--- config.mk ---
export PLATFORM = sky130hd
export DESIGN_NAME = cache_controller
export DESIGN_NICKNAME = d
export VERILOG_FILES = /design/src/rtl/cache_controller.sv
export SDC_FILE = /design/constraint.sdc
export NUM_CORES = 1
export LEC_CHECK = 0
export ABC_AREA = 0
export BUFFER_PORTS_ARGS = -buffer_cell sky130_fd_sc_hd__buf_2
export CORE_AREA = 2 2 128 130
export DETAILED_ROUTE_END_ITERATION = 12
export DIE_AREA = 0 0 130 132
export HOLD_SLACK_MARGIN = 0.12
export PLACE_DENSITY = 0.73
export SKIP_CTS_REPAIR_TIMING = 1
export SYNTH_ARGS = -nofsm -noshare
export SYNTH_HDL_FRONTEND = slang
export SYNTH_SLANG_ARGS = --single-unit
export TNS_END_PERCENT = 20
--- constraint.sdc ---
create_clock -name clk -period 3.15 [get_ports clk]
set_input_delay 0.315 -clock clk [delete_from_list [all_inputs] [get_ports clk]]
set_output_delay 0.315 -clock clk [all_outputs]
set_load 0.05 [all_outputs]
--- src/rtl/cache_controller.sv ---
// Write-back cache sequencer: serves CPU hits, writes back dirty victims and refills lines
// from a handshaked main memory, one request at a time.
module cache_controller #(
   parameter int unsigned ADDR_BITS  = 32,
   parameter int unsigned WORD_BITS  = 32,
   parameter int unsigned LINE_WORDS = 4,
   parameter int unsigned INDEX_BITS = 4,
   localparam int unsigned WOFF_BITS = $clog2(LINE_WORDS),
   localparam int unsigned TAG_BITS  = ADDR_BITS - INDEX_BITS - WOFF_BITS - 2
) (
   input  logic                 clk,
   input  logic                 rst,
   input  logic                 cpu_req,
   input  logic                 cpu_we,
   input  logic                 cpu_inv,
   input  logic [ADDR_BITS-1:0] cpu_addr,
   input  logic [WORD_BITS-1:0] cpu_din,
   output logic [WORD_BITS-1:0] cpu_dout,
   output logic                 cpu_ack,
   output logic                 cpu_busy,
   output logic [ADDR_BITS-1:0] cache_addr,
   output logic                 cache_load,
   output logic                 cache_edit,
   output logic                 cache_invalid,
   output logic [WORD_BITS-1:0] cache_din,
   input  logic                 cache_hit,
   input  logic [WORD_BITS-1:0] cache_dout,
   input  logic                 cache_valid,
   input  logic                 cache_dirty,
   input  logic [TAG_BITS-1:0]  cache_tag,
   output logic                 mem_cs,
   output logic                 mem_we,
   output logic [ADDR_BITS-1:0] mem_addr,
   output logic [WORD_BITS-1:0] mem_dout,
   input  logic [WORD_BITS-1:0] mem_din,
   input  logic                 mem_ack
);

   typedef enum logic [2:0] {
      StIdle,
      StCompare,
      StWback,
      StRefill,
      StInval,
      StDone
   } state_e;

   state_e state_q, state_d;

   logic [ADDR_BITS-1:0]  addr_q;
   logic                  we_q;
   logic                  inv_q;
   logic [WORD_BITS-1:0]  din_q;
   logic [TAG_BITS-1:0]   victim_tag_q;
   logic [WOFF_BITS-1:0]  cnt_q;
   logic [WORD_BITS-1:0]  cpu_dout_q;

   logic [INDEX_BITS-1:0] req_index;
   logic [TAG_BITS-1:0]   req_tag;
   logic [ADDR_BITS-1:0]  wb_addr;
   logic [ADDR_BITS-1:0]  rf_addr;
   logic                  cnt_last;

   assign req_index = addr_q[WOFF_BITS+2 +: INDEX_BITS];
   assign req_tag   = addr_q[ADDR_BITS-1 -: TAG_BITS];
   assign wb_addr   = {victim_tag_q, req_index, cnt_q, 2'b00};
   assign rf_addr   = {req_tag, req_index, cnt_q, 2'b00};
   assign cnt_last  = (cnt_q == WOFF_BITS'(LINE_WORDS - 1));

   // State register
   always_ff @(posedge clk or negedge rst) begin
      if (!rst) begin
         state_q <= StIdle;
      end else begin
         state_q <= state_d;
      end
   end

   // Next-state logic
   always_comb begin
      state_d = state_q;
      case (state_q)
         StIdle: begin
            if (cpu_req) state_d = StCompare;
         end
         StCompare: begin
            if (cache_hit) begin
               if (inv_q) state_d = cache_dirty ? StWback : StInval;
               else       state_d = StDone;
            end else if (inv_q) begin
               state_d = StDone;
            end else if (cache_valid && cache_dirty) begin
               state_d = StWback;
            end else begin
               state_d = StRefill;
            end
         end
         StWback: begin
            if (mem_ack && cnt_last) state_d = inv_q ? StInval : StRefill;
         end
         StRefill: begin
            if (mem_ack && cnt_last) state_d = StCompare;
         end
         StInval: state_d = StDone;
         StDone:  state_d = StIdle;
         default: state_d = StIdle;
      endcase
   end

   // Output logic; every strobe is zero outside its owning state, including during reset
   always_comb begin
      cpu_ack       = 1'b0;
      cache_addr    = '0;
      cache_load    = 1'b0;
      cache_edit    = 1'b0;
      cache_invalid = 1'b0;
      cache_din     = '0;
      mem_cs        = 1'b0;
      mem_we        = 1'b0;
      mem_addr      = '0;
      mem_dout      = '0;
      case (state_q)
         StCompare: begin
            cache_addr = addr_q;
            if (cache_hit && we_q && !inv_q) begin
               cache_edit = 1'b1;
               cache_din  = din_q;
            end
         end
         StWback: begin
            cache_addr = wb_addr;
            mem_cs     = 1'b1;
            mem_we     = 1'b1;
            mem_addr   = wb_addr;
            mem_dout   = cache_dout;
         end
         StRefill: begin
            cache_addr = rf_addr;
            mem_cs     = 1'b1;
            mem_addr   = rf_addr;
            if (mem_ack) begin
               cache_load = 1'b1;
               cache_din  = mem_din;
            end
         end
         StInval: begin
            cache_addr    = addr_q;
            cache_invalid = 1'b1;
         end
         StDone: cpu_ack = 1'b1;
         default: ;
      endcase
   end

   assign cpu_busy = (state_q != StIdle);
   assign cpu_dout = cpu_dout_q;

   // Request latch, victim tag, word counter and read-data register
   always_ff @(posedge clk or negedge rst) begin
      if (!rst) begin
         addr_q       <= '0;
         we_q         <= 1'b0;
         inv_q        <= 1'b0;
         din_q        <= '0;
         victim_tag_q <= '0;
         cnt_q        <= '0;
         cpu_dout_q   <= '0;
      end else begin
         if (state_q == StIdle && cpu_req) begin
            addr_q <= cpu_addr;
            we_q   <= cpu_we;
            inv_q  <= cpu_inv;
            din_q  <= cpu_din;
         end
         if (state_q == StCompare) begin
            cnt_q <= '0;
            if (cache_hit && !inv_q && !we_q) cpu_dout_q <= cache_dout;
            if (state_d == StWback) victim_tag_q <= cache_tag;
         end
         // Counter wraps to zero after the last word, ready for the next burst
         if ((state_q == StWback || state_q == StRefill) && mem_ack) begin
            cnt_q <= cnt_q + WOFF_BITS'(1);
         end
      end
   end

endmodule

# Word level (Yosys, flattened, before mapping)
# Index checks and enable logic that the tools add are counted.
[op_classes] n_eq_ne=7 n_addsub=1 n_reduce_logical=18 n_mux=26
[ops] cell="$pmux 32 s2" n=2
[ops] cell="$mux 32" n=3
[ops] cell="$pmux 32 s3" n=1
[ops] cell="$mux 3" n=8
[ops] cell="$pmux 3 s5" n=1
[ops] cell="$eq 3x2->1 const B" n=3
[ops] cell="$mux 1" n=9
[ops] cell="$logic_and 1x1->1" n=8
[ops] cell="$eq 3x3->1 const B" n=2
[ops] cell="$mux 2" n=2
[ops] cell="$reduce_and 2->1" n=2
[ops] cell="$reduce_or 2->1" n=2
[ops] cell="$eq 3x1->1 const B" n=1
[ops] cell="$logic_not 3->1" n=1
[ops] cell="$reduce_bool 3->1" n=1
[ops] cell="$add 2x1->2 const B" n=1
[ops] cell="$eq 2x2->1 const B" n=1
[ops] cell="$logic_not 1->1" n=2
[ops] cell="$reduce_bool 2->1" n=1
[ops] cell="$logic_or 1x1->1" n=1
[word_totals] reg_bits=127 word_cells=60 in_bits=161

# Depth between registers and ports, before layout
[logic_depth] word_depth=7 depth_mapped=7 depth_no_buf=5

# Least setup slack after synthesis
# No wires, ideal clock.
[synth_path] kind="register -> output" startpoint="register state_q[2]" endpoint="output cache_addr[19]" path_stages_with_launch=7 t_arrival_ps=2627 setup_slack_ps=208 t_required_ps=2835 path_cell_list="dfrtp_1 -> inv_1 -> nand2_1 -> inv_1 -> clkbuf_1 -> a22oi_1 -> o21ai_0"
[synth_via] elab_chain_len=3 elab_cells_between_ends=6
[synth_lines] element="start: declaration" line_no="48" rtl="state_e state_q, state_d;"
[synth_lines] element="start signal: assignment" line_no="73" rtl="state_q <= StIdle;"
[synth_lines] element="start signal: assignment" line_no="75" rtl="state_q <= state_d;"
[synth_lines] element="$eq 3x1->1 / $eq 3x3->1 (equally long branches)" line_no="122" rtl="case (state_q)"
[synth_lines] element="$reduce_or 2->1 (no source line)"
[synth_lines] element="$pmux 32 s3 (*)" line_no="122"
[synth_lines] element="end: declaration" line_no="21" rtl="output logic [ADDR_BITS-1:0] cache_addr,"
# Every way passes the cells marked *; elsewhere a longest branch is shown, timed or not.

# Final worst setup path
[layout_path] startpoint="register state_q[2]" endpoint="output cache_din[17]"
[layout_via] elab_chain_len=2 elab_cells_between_ends=3
[layout_lines] element="$eq 3x2->1 / $eq 3x1->1 (equally long branches)" line_no="122"
[layout_lines] element="$pmux 32 s2 (*)" line_no="122"
[layout_lines] element="end: declaration" line_no="25" rtl="output logic [WORD_BITS-1:0] cache_din,"
# Marked as above.

==> flow_summary_export.csv <==
group,metric,value,unit
global_route,antenna_found_initial,3,
run,maxCapViolCount,0,
clock_tree,clk_pin_slew,0.06,ns
final_layout,postLayoutCellArea,0.00920,mm2
timing,rsz0062_at_grt,"false",
final_layout,drive_gt1_share,56.2,%
power,ir_drop,0.000645,V
synth,syn-cell-area,0.00647,mm2
global_route,grt_pass1_wl,28.6,mm
drt,wl_per_cell,17.1,um
synth,synth.yosys.seq_area_share,49.1,%
synth,syn-instance-count,540,
drt,drc,0,
global_route,grt_pass1_vias,5391,
drt,vias,5572,
synth,synth_mux_area_share,26.5,%
die,fp.dieW,130,um
clock_tree,cts_max_level,4,
synth,synth_top_family_by_area,"multiplexers",
global_route,gr-max-usage-layer,"met2",
die,std_cell_rows,46,
drt,drtIter0Drc,242,
final_layout,n_antenna_cell,0,
timing,maxClockFrequency,347,MHz
drt,drt.antenna.violating_nets,0,
synth,synth_top_area_share,49.1,%
die,start_util,41.2,%
die,die_area,0.0172,mm2
final_layout,area_growth,42.2,%
clock_tree,cts.sinks,127,
drt,drt_pass1_iterations,4,
worst_setup_path,crit_path_end_kind,"output pin",
synth,synth-edff-count,0,
synth,synth-simple-area-share,9.51,%
synth,synth.most_common_cell,"dfrtp_1",
timing,tightest_slew,0.978,ns
die,num_io_pins,328,
hold_path,worst_hold_path_type,"input port to register",
clock_tree,cts_buffers,17,
clock_tree,clock_latency,0.41,ns
drt,drt_wl_total,19.0,mm
synth,synthAdderAreaFrac,0.193,%
place,dpl.hpwl,13.4,mm
timing,fin_crit_sh,91.4,%
timing,setup_viol,0,
clock_tree,tritoncts,"yes",
final_layout,nets,1041,
global_route,gr-usage-met2,35.8,%
synth,synth-seq-cells,127,
worst_setup_path,critPathKind,"register to output pin",
timing,min_period,2.88,ns
timing,finClkSkew,0.00491,ns
timing,maxSlewHeadroom,34.8,%
worst_setup_path,crit_arrival,2.56,ns
outcome,outcome,"finished, final reports clean",
power,p_leak,4.77,nW
die,die_h,132,um
synth,yosys-top-cells-area,"dfrtp_1, mux2_2, mux2_4",
synth,synth_cell_type_count,38,
place,gp_congestion,0.842,
place,placed_cell_area,0.00831,mm2
die,core_area,0.0157,mm2
synth,postSynth.asyncResetShare,100,%
clock_tree,clockRootBuffer,"clkbuf_16",
place,portBuffers,325,
drt,viasPerCell,5.03,
synth,avgSynthCellArea,12.0,um2
synth,yosys-top-cells-count,"dfrtp_1, mux2_2, and2_1",
power,power_density,1260,mW/mm2
timing,finalHoldViolations,0,
global_route,grt_util_met1,25.7,%
synth,yosysWarnings,0,
synth,yosysTopAreaCell,"dfrtp_1",
clock_tree,cts_buffer_depth,2,
worst_setup_path,start_kind,"register",
global_route,grt_overflow,0,
synth,synthXorXnorAreaFrac,0.271,%
global_route,grt_max_degree,107,
global_route,grt_use_met3,6.94,%
worst_setup_path,worstPathRequired,2.83,ns
global_route,globalRouteTotalUtil,21.6,%
timing,finalSetupTns,0,ns
synth,synth_compound_area_share,10.7,%
timing,slew_violations,0,
synth,dominantRegCellSynth,"dfrtp_1",
worst_setup_path,critPathMaxFanout,33,
## area by class of cell
type / count / area, um2
Clock buffer: 21 / 460
Clock inverter: 10 / 185
Fill cell: 1362 / 6520
Inverter: 5 / 18.8
Multi-Input combinational cell: 364 / 3090
Sequential cell: 127 / 3180
Tap cell: 216 / 270
Timing Repair Buffer: 364 / 2000
## cell usage in the layout (no fill, tap or decap), types with 2 or more instances in the layout
cell type,synthesis,layout
buf_4,4,14
mux2i_1,23,23
buf_2,7,324
nand3_1,2,2
xnor2_1,2,2
clkbuf_8,0,2
and3_1,3,2
clkbuf_1,31,2
nand2_1,29,29
a21oi_1,2,2
and2_1,44,44
o211ai_1,2,2
clkinv_4,0,2
dlygate4sd3_1,0,24
nor2_1,25,25
mux2_4,30,30
o22ai_1,2,2
clkinv_2,0,2
a22oi_1,25,25
dfrtp_1,127,126
bufinv_16,0,5
inv_1,5,5
clkbuf_16,0,17
conb_1,1,2
mux2_2,92,92
a21o_1,2,2
nor2b_2,0,2
nor3b_1,3,2
o21ai_0,27,27
a22o_1,32,32
## power by group
group          internal, mW  switching (mW)
registers              2.46           0.605
logic                  2.04            4.29
clock network          1.44           0.717
## kinds of logic (layout without fill, tap and decap cells)
family | Yosys count | in the layout
other | 1 | 2
DFF | 127 | 127
buffers and inverters | 50 | 400
muxes | 145 | 145
and+or+nand+nor | 118 | 118
xor gates and xnor gates | 2 | 2
adders and majority gates | 1 | 1
AOI/OAI and AO/OA | 96 | 96
## state kept, by name, indices dropped and copies added (netlist names)
signal,count
victim_tag_q,24
cpu_dout,32
cnt_q,2
we_q,1
inv_q,1
addr_q,32
state_q,3
din_q,32
## path summary, 6_finish.rpt
kind                                from                to  slack [ns]  cells after the start
setup / recovery              state_q[2]     cache_din[17]        0.27                      5
hold / removal             cache_tag[15]  victim_tag_q[15]        0.13                      2
setup reg to reg              state_q[2]      cpu_dout[24]        0.61                      4
hold reg to reg              cpu_dout[0]       cpu_dout[0]        0.50                      1
max in group asynchronous            rst      cpu_dout[24]        1.66                      3
min in group asynchronous            rst  victim_tag_q[12]        0.63                      2
## through the flow
| stage | total power [mW] | cells | hold slack, ns | util, % | worst slack [ns] |
|---|---|---|---|---|---|
| floorplan | 7.88 | 541 | 0.0194 | - | 0.208 |
| global placement | 9.29 | 1052 | 0.482 | 52.9 | 0.684 |
| detailed placement | 9.39 | 1052 | 0.487 | 52.9 | 0.625 |
| CTS | 11.6 | 1083 | 0.0712 | 57.0 | 0.253 |
| global route | 12.1 | 1107 | 0.120 | 58.5 | 0.116 |
| finish | 11.5 | 1107 | 0.132 | 58.5 | 0.271 |
## routing by layer
metal / part of all wire, % / vias up
met5: 0.20 / -
met4: 2.3 / 6
met3: 8.0 / 39
met2: 49 / 252
met1: 40 / 2656
li1: - / 2619
## worst max-delay path, cell delays in order (launching register included)
cell and delay [ns]:
dfrtp_1 0.54, or3b_1 0.52, nor3_2 0.21, buf_4 0.37
a22o_1 0.23, buf_2 0.27
(Power assumes the default switching activity.)
